[src/rtl/writeback_unit_pkg.sv]
// Shared types and widths for the writeback arbiter and its load-result FIFO.
package writeback_unit_pkg;

  localparam int REG_ADDR_W = 5;
  localparam int DATA_W     = 32;

  typedef struct packed {
    logic [REG_ADDR_W-1:0] rd;
    logic [DATA_W-1:0]     data;
  } wb_entry_t;

endpackage

[src/rtl/wb_fifo.sv]
// Small load-result FIFO; push is ignored when full and pop is ignored when empty.
module wb_fifo
  import writeback_unit_pkg::*;
#(
  parameter int DEPTH = 4
) (
  input  logic                       clk_sys,
  input  logic                       rst,
  input  logic                       push,
  input  logic                       pop,
  input  wb_entry_t                  din,
  output wb_entry_t                  dout,
  output logic                       full,
  output logic                       empty,
  output logic [$clog2(DEPTH+1)-1:0] count
);

  localparam int PTR_W = $clog2(DEPTH);
  localparam int CNT_W = $clog2(DEPTH+1);

  wb_entry_t        mem [DEPTH];
  logic [PTR_W-1:0] wr_ptr;
  logic [PTR_W-1:0] rd_ptr;
  logic             push_ok;
  logic             pop_ok;

  assign full    = (count == CNT_W'(DEPTH));
  assign empty   = (count == '0);
  assign push_ok = push && !full;
  assign pop_ok  = pop && !empty;
  assign dout    = mem[rd_ptr];

  // Storage carries no reset; only the pointers and count define validity.
  always_ff @(posedge clk_sys) begin
    if (push_ok) mem[wr_ptr] <= din;
  end

  always_ff @(posedge clk_sys or posedge rst) begin
    if (rst) begin
      wr_ptr <= '0;
      rd_ptr <= '0;
      count  <= '0;
    end else begin
      if (push_ok) wr_ptr <= wr_ptr + PTR_W'(1);
      if (pop_ok)  rd_ptr <= rd_ptr + PTR_W'(1);
      case ({push_ok, pop_ok})
        2'b10:   count <= count + CNT_W'(1);
        2'b01:   count <= count - CNT_W'(1);
        default: count <= count;
      endcase
    end
  end

endmodule

[src/rtl/writeback_unit.sv]
// Register-bank writeback arbiter: ALU results win, buffered loads fill idle cycles,
// and a busy scoreboard tracks outstanding load destinations for decode.
module writeback_unit
  import writeback_unit_pkg::*;
#(
  parameter int DEPTH = 4
) (
  input  logic                  CLK,
  input  logic                  RST,
  input  logic                  ALU_VALID,
  input  logic [REG_ADDR_W-1:0] ALU_RD,
  input  logic [DATA_W-1:0]     ALU_DATA,
  input  logic                  MEM_VALID,
  input  logic [REG_ADDR_W-1:0] MEM_RD,
  input  logic [DATA_W-1:0]     MEM_DATA,
  output logic                  MEM_READY,
  input  logic                  ISSUE_VALID,
  input  logic [REG_ADDR_W-1:0] ISSUE_RD,
  output logic [31:0]           BUSY,
  output logic                  WAW_ERR,
  output logic                  REG_WRITE,
  output logic [REG_ADDR_W-1:0] WRITE_REGISTER,
  output logic [DATA_W-1:0]     WRITE_DATA
);

  localparam int CNT_W = $clog2(DEPTH+1);

  wb_entry_t        load_in;
  wb_entry_t        head;
  logic             fifo_full;
  logic             fifo_empty;
  logic [CNT_W-1:0] fifo_count;
  logic             push;
  logic             pop;
  logic [31:0]      busy_q;
  logic [31:0]      busy_next;

  assign load_in   = '{rd: MEM_RD, data: MEM_DATA};
  assign MEM_READY = !fifo_full;
  assign push      = MEM_VALID && MEM_READY;
  // Registered empty keeps an entry pushed this cycle from being popped this cycle.
  assign pop       = !ALU_VALID && !fifo_empty;
  assign BUSY      = busy_q;

  wb_fifo #(.DEPTH(DEPTH)) u_fifo (
    .clk_sys (CLK),
    .rst     (RST),
    .push    (push),
    .pop     (pop),
    .din     (load_in),
    .dout    (head),
    .full    (fifo_full),
    .empty   (fifo_empty),
    .count   (fifo_count)
  );

  // Clear before set so a same-cycle issue to the retiring register keeps it busy.
  always_comb begin
    busy_next = busy_q;
    if (pop)         busy_next[head.rd]  = 1'b0;
    if (ISSUE_VALID) busy_next[ISSUE_RD] = 1'b1;
    busy_next[0] = 1'b0;
  end

  always_ff @(posedge CLK or posedge RST) begin
    if (RST) begin
      REG_WRITE      <= 1'b0;
      WRITE_REGISTER <= '0;
      WRITE_DATA     <= '0;
      WAW_ERR        <= 1'b0;
      busy_q         <= '0;
    end else begin
      REG_WRITE <= 1'b0;
      if (ALU_VALID) begin
        if (ALU_RD != '0) begin
          REG_WRITE      <= 1'b1;
          WRITE_REGISTER <= ALU_RD;
          WRITE_DATA     <= ALU_DATA;
          if (busy_q[ALU_RD]) WAW_ERR <= 1'b1;
        end
      end else if (pop && head.rd != '0) begin
        REG_WRITE      <= 1'b1;
        WRITE_REGISTER <= head.rd;
        WRITE_DATA     <= head.data;
      end
      busy_q <= busy_next;
    end
  end

  always_ff @(posedge CLK) begin
    if (!RST) assert (fifo_count <= CNT_W'(DEPTH));
  end

endmodule

[config.mk]
export PLATFORM = sky130hd
export DESIGN_NAME = writeback_unit
export DESIGN_NICKNAME = d
export VERILOG_FILES = /design/src/rtl/writeback_unit_pkg.sv /design/src/rtl/wb_fifo.sv /design/src/rtl/writeback_unit.sv
export SDC_FILE = /design/constraint.sdc
export NUM_CORES = 1
export LEC_CHECK = 0
export ABC_AREA = 1
export CORE_MARGIN = 3
export CORE_UTILIZATION = 50
export CTS_BUF_LIST = sky130_fd_sc_hd__clkbuf_4 sky130_fd_sc_hd__clkbuf_8
export CTS_CLUSTER_SIZE = 8
export DETAILED_ROUTE_END_ITERATION = 10
export PLACE_DENSITY = 0.77
export SETUP_SLACK_MARGIN = 0.3
export SLEW_MARGIN = 20
export SYNTH_ARGS = -nofsm -noshare
export SYNTH_HDL_FRONTEND = slang
export SYNTH_SLANG_ARGS = --single-unit
[constraint.sdc]
create_clock -name CLK -period 6 [get_ports CLK]
set_clock_uncertainty 0.1 [all_clocks]
set_input_delay 0.9 -clock CLK [delete_from_list [all_inputs] [get_ports CLK]]
set_output_delay 0.9 -clock CLK [all_outputs]
set_load 0.1 [all_outputs]
==> metrics.yaml <==
outcome: "complete, no violations"
grt_pass1_wl_microns: 37900
synthAdderAreaFrac_pct: 0.862
path_clk_slew_ns: 0.06
cts_sinks: 225
timing.setup.tns_ns: 0
port_buffers: 154
synth-seq-cells: 225
hold_depth: 2
power_density_nw_per_um2: 611
grt_usage_pct: 23.2
finalCriticalPeriod_ns: 4.16
chipWidth_microns: 144
detail_route.iter0.violations: 745
via_per_inst: 5.52
drcViolationCount: 0
p_leak_nw: 4.90
endpoint_kind: "register"
critPathLaunchType: "register"
crit_slowest_cell: "o21ai_4"
insertion_delay_ns: 0.54
critical_path.max_stage_delay_ns: 0.82
synthXorXnorAreaFrac_pct: 0.366
cts_tree: "built"
syn_area_per_cell_sq_um: 10.4
fmax_ghz: 0.240
grt_max_degree: 78
dp_hpwl_microns: 14900
io_pins: 156
antenna_found_initial: 1
synth-seq-area-share_pct: 66.5
syn_inst: 922
fillers: 1441
routabilityCongestion: 0.954
yosysWarnings: 0
hold_slack_ns: 0.374
area_delta_synth_final_pct: 25.7
hold_viol_final: 0
synth_cell_types: 25
tightest_slew_ns: 1.02
ir_worst_vdd_mv: 0.447
rsz0062_at_grt: "false"
synth_area_sq_um: 9580
synth_flop_cell: "edfxtp_1"
muxShareOfSynthArea_pct: 0
root_buffer: "clkbuf_8"
drv_slew: 0
num_vias: 7343
wl_per_cell_microns: 18.0
synth_compound_area_share_pct: 9.72
critPathMaxFanout: 39
syn-num-nets: 1012
gr-total-overflow: 0
holdPathEnd: "WAW_ERR"
start_util_pct: 52.1
clockBufferDepth: 3
setup_viol_count_final: 0
hp-start: "WAW_ERR"
path_cells: "inv_2, nand3_1, nand2_2, nand3_2, o21ai_4, nand2_2, nand2_1, nand2_1"
synth_edf_count: 148
core_sq_um: 18400
htreeDepth: 2
grt_pass1_vias: 7268
cp.arrival_ns: 4.46
crit_type: "reg2reg"
ant_nets: 0
multi_input_area_sq_um: 2830
final_nets: 1164
r2r_start: "u_fifo.rd_ptr[1]"
dieHeight_microns: 144
postCtsHoldBufs: 0
drt-total-wl_microns: 24000
max_slew_margin_pct: 31.8
postCtsSetupBuffers: 0
cts_resized: 0
die_area_sq_um: 20800
ff2ff_setup_slack_ns: 1.84
fp-row-count: 49
maxCapViolations: 0
timing.rr.end: "WRITE_REGISTER[2]"
synth_top_family_by_area: "simple AND/OR/NAND/NOR gates"
synthArstFlopShare_pct: 34.2
cp.required_ns: 6.30
worst_r2r_path_depth: 8
ff_latch_area_sq_um: 6370
synth-simple-area-share_pct: 18.1
cts_buffers: 37
hp-class: "reg2reg"
drive_above_1_share_pct: 8.45
first_pass_iters: 5
finalCritPeriodShare_pct: 69.3
-- per-stage QoR --
step	cells	setup WS, ns	utilization (%)	instance area [sq um]	total power [W]
floorplan	922	2.26	-	9580	0.00505
CTS	1330	1.85	65.4	12000	0.00737
detailed placement	1264	1.88	61.2	11200	0.00599
global placement	1264	2.00	61.2	11200	0.00592
global route	1331	1.49	65.4	12000	0.00774
finish	1331	1.84	65.4	12000	0.00735
-- logic make-up after synthesis --
kind of cell,Yosys count
adder cells (fa/ha/maj),6
flip-flops,225
other,1
AO/OA/AOI/OAI,170
AND/OR/NAND/NOR,425
buffers and inverters,91
XOR/XNOR,4
-- worst max-delay path by stage --
stage,from,depth (start not counted),end
after floorplan,u_fifo.count[1],4,u_fifo.mem[0][0]
after global placement,ALU_RD[0],7,WRITE_DATA[10]
after detailed placement,u_fifo.rd_ptr[1],8,WRITE_REGISTER[2]
after CTS,u_fifo.rd_ptr[1],8,WRITE_REGISTER[2]
after global routing,u_fifo.rd_ptr[1],8,WRITE_REGISTER[2]
final,u_fifo.rd_ptr[1],8,WRITE_REGISTER[2]
-- report_power, final --
| part | switching (W) | internal [W] | total [W] | leakage (nW) |
|---|---|---|---|---|
| Clock | 0.000579 | 0.000804 | 0.00138 | 0.417 |
| Combinational | 0.00274 | 0.000812 | 0.00356 | 2.20 |
| Sequential | 0.000292 | 0.00212 | 0.00241 | 2.28 |
| Total | 0.00362 | 0.00374 | 0.00735 | 4.90 |
-- worst max-delay path: cells and delay by family, from the launching register on --
kind	cells	cell delay, ns
simple gates	6	1.65
compound gates	1	0.82
flops	1	0.73
buf+inv	1	0.71
-- Yosys cell counts (4+ instances only) --
master	number	area [sq um]
nand2_1	318	1190
edfxtp_1	148	4440
nand3_1	85	425
dfrtp_1	77	1930
a21oi_1	68	340
o21ai_0	47	235
inv_1	40	150
o31ai_1	32	240
o21ai_1	23	115
clkbuf_1	18	67.6
buf_2	12	60.1
nor2_1	11	41.3
buf_1	10	37.5
buf_6	7	78.8
ha_1	5	62.6
nor3_1	4	20.0
-- state kept, by name, indices dropped and copies added (netlist names) --
name            cells
BUSY               31
u_fifo.count        3
u_fifo.rd_ptr       2
u_fifo.wr_ptr       2
REG_WRITE           1
WAW_ERR             1
WRITE_REGISTER      5
u_fifo.mem        148
WRITE_DATA         32
-- layout by cell type (no fill, tap or decap), types with 19 or more instances in the layout --
master | synthesis | routed
clkbuf_4 | 0 | 19
edfxtp_1 | 148 | 148
o21ai_0 | 47 | 47
inv_1 | 40 | 39
o31ai_1 | 32 | 32
a21oi_1 | 68 | 68
dfrtp_1 | 77 | 75
o21ai_1 | 23 | 22
clkbuf_8 | 0 | 42
nand3_1 | 85 | 85
clkdlybuf4s50_1 | 0 | 153
nand2_1 | 318 | 316
-- layer usage --
layer	part of all wire, %	global-route usage, %	vias up
li1	-	-	3478
met1	41	31.9	3457
met2	47	36.8	349
met3	8.7	5.09	59
met4	3.0	8.69	0
met5	0	0	-
-- final cells by class --
| cell class | instances | share of cell area [%] |
|---|---|---|
| Clock inverter | 5 | 0.499 |
| Timing Repair Buffer | 162 | 13.3 |
| Antenna cell | 1 | 0.0208 |
| Multi-Input combinational cell | 606 | 23.5 |
| Clock buffer | 61 | 5.99 |
| Sequential cell | 225 | 53.0 |
| Inverter | 42 | 1.32 |
| Tap cell | 229 | 2.38 |
(Power assumes the default switching activity.)
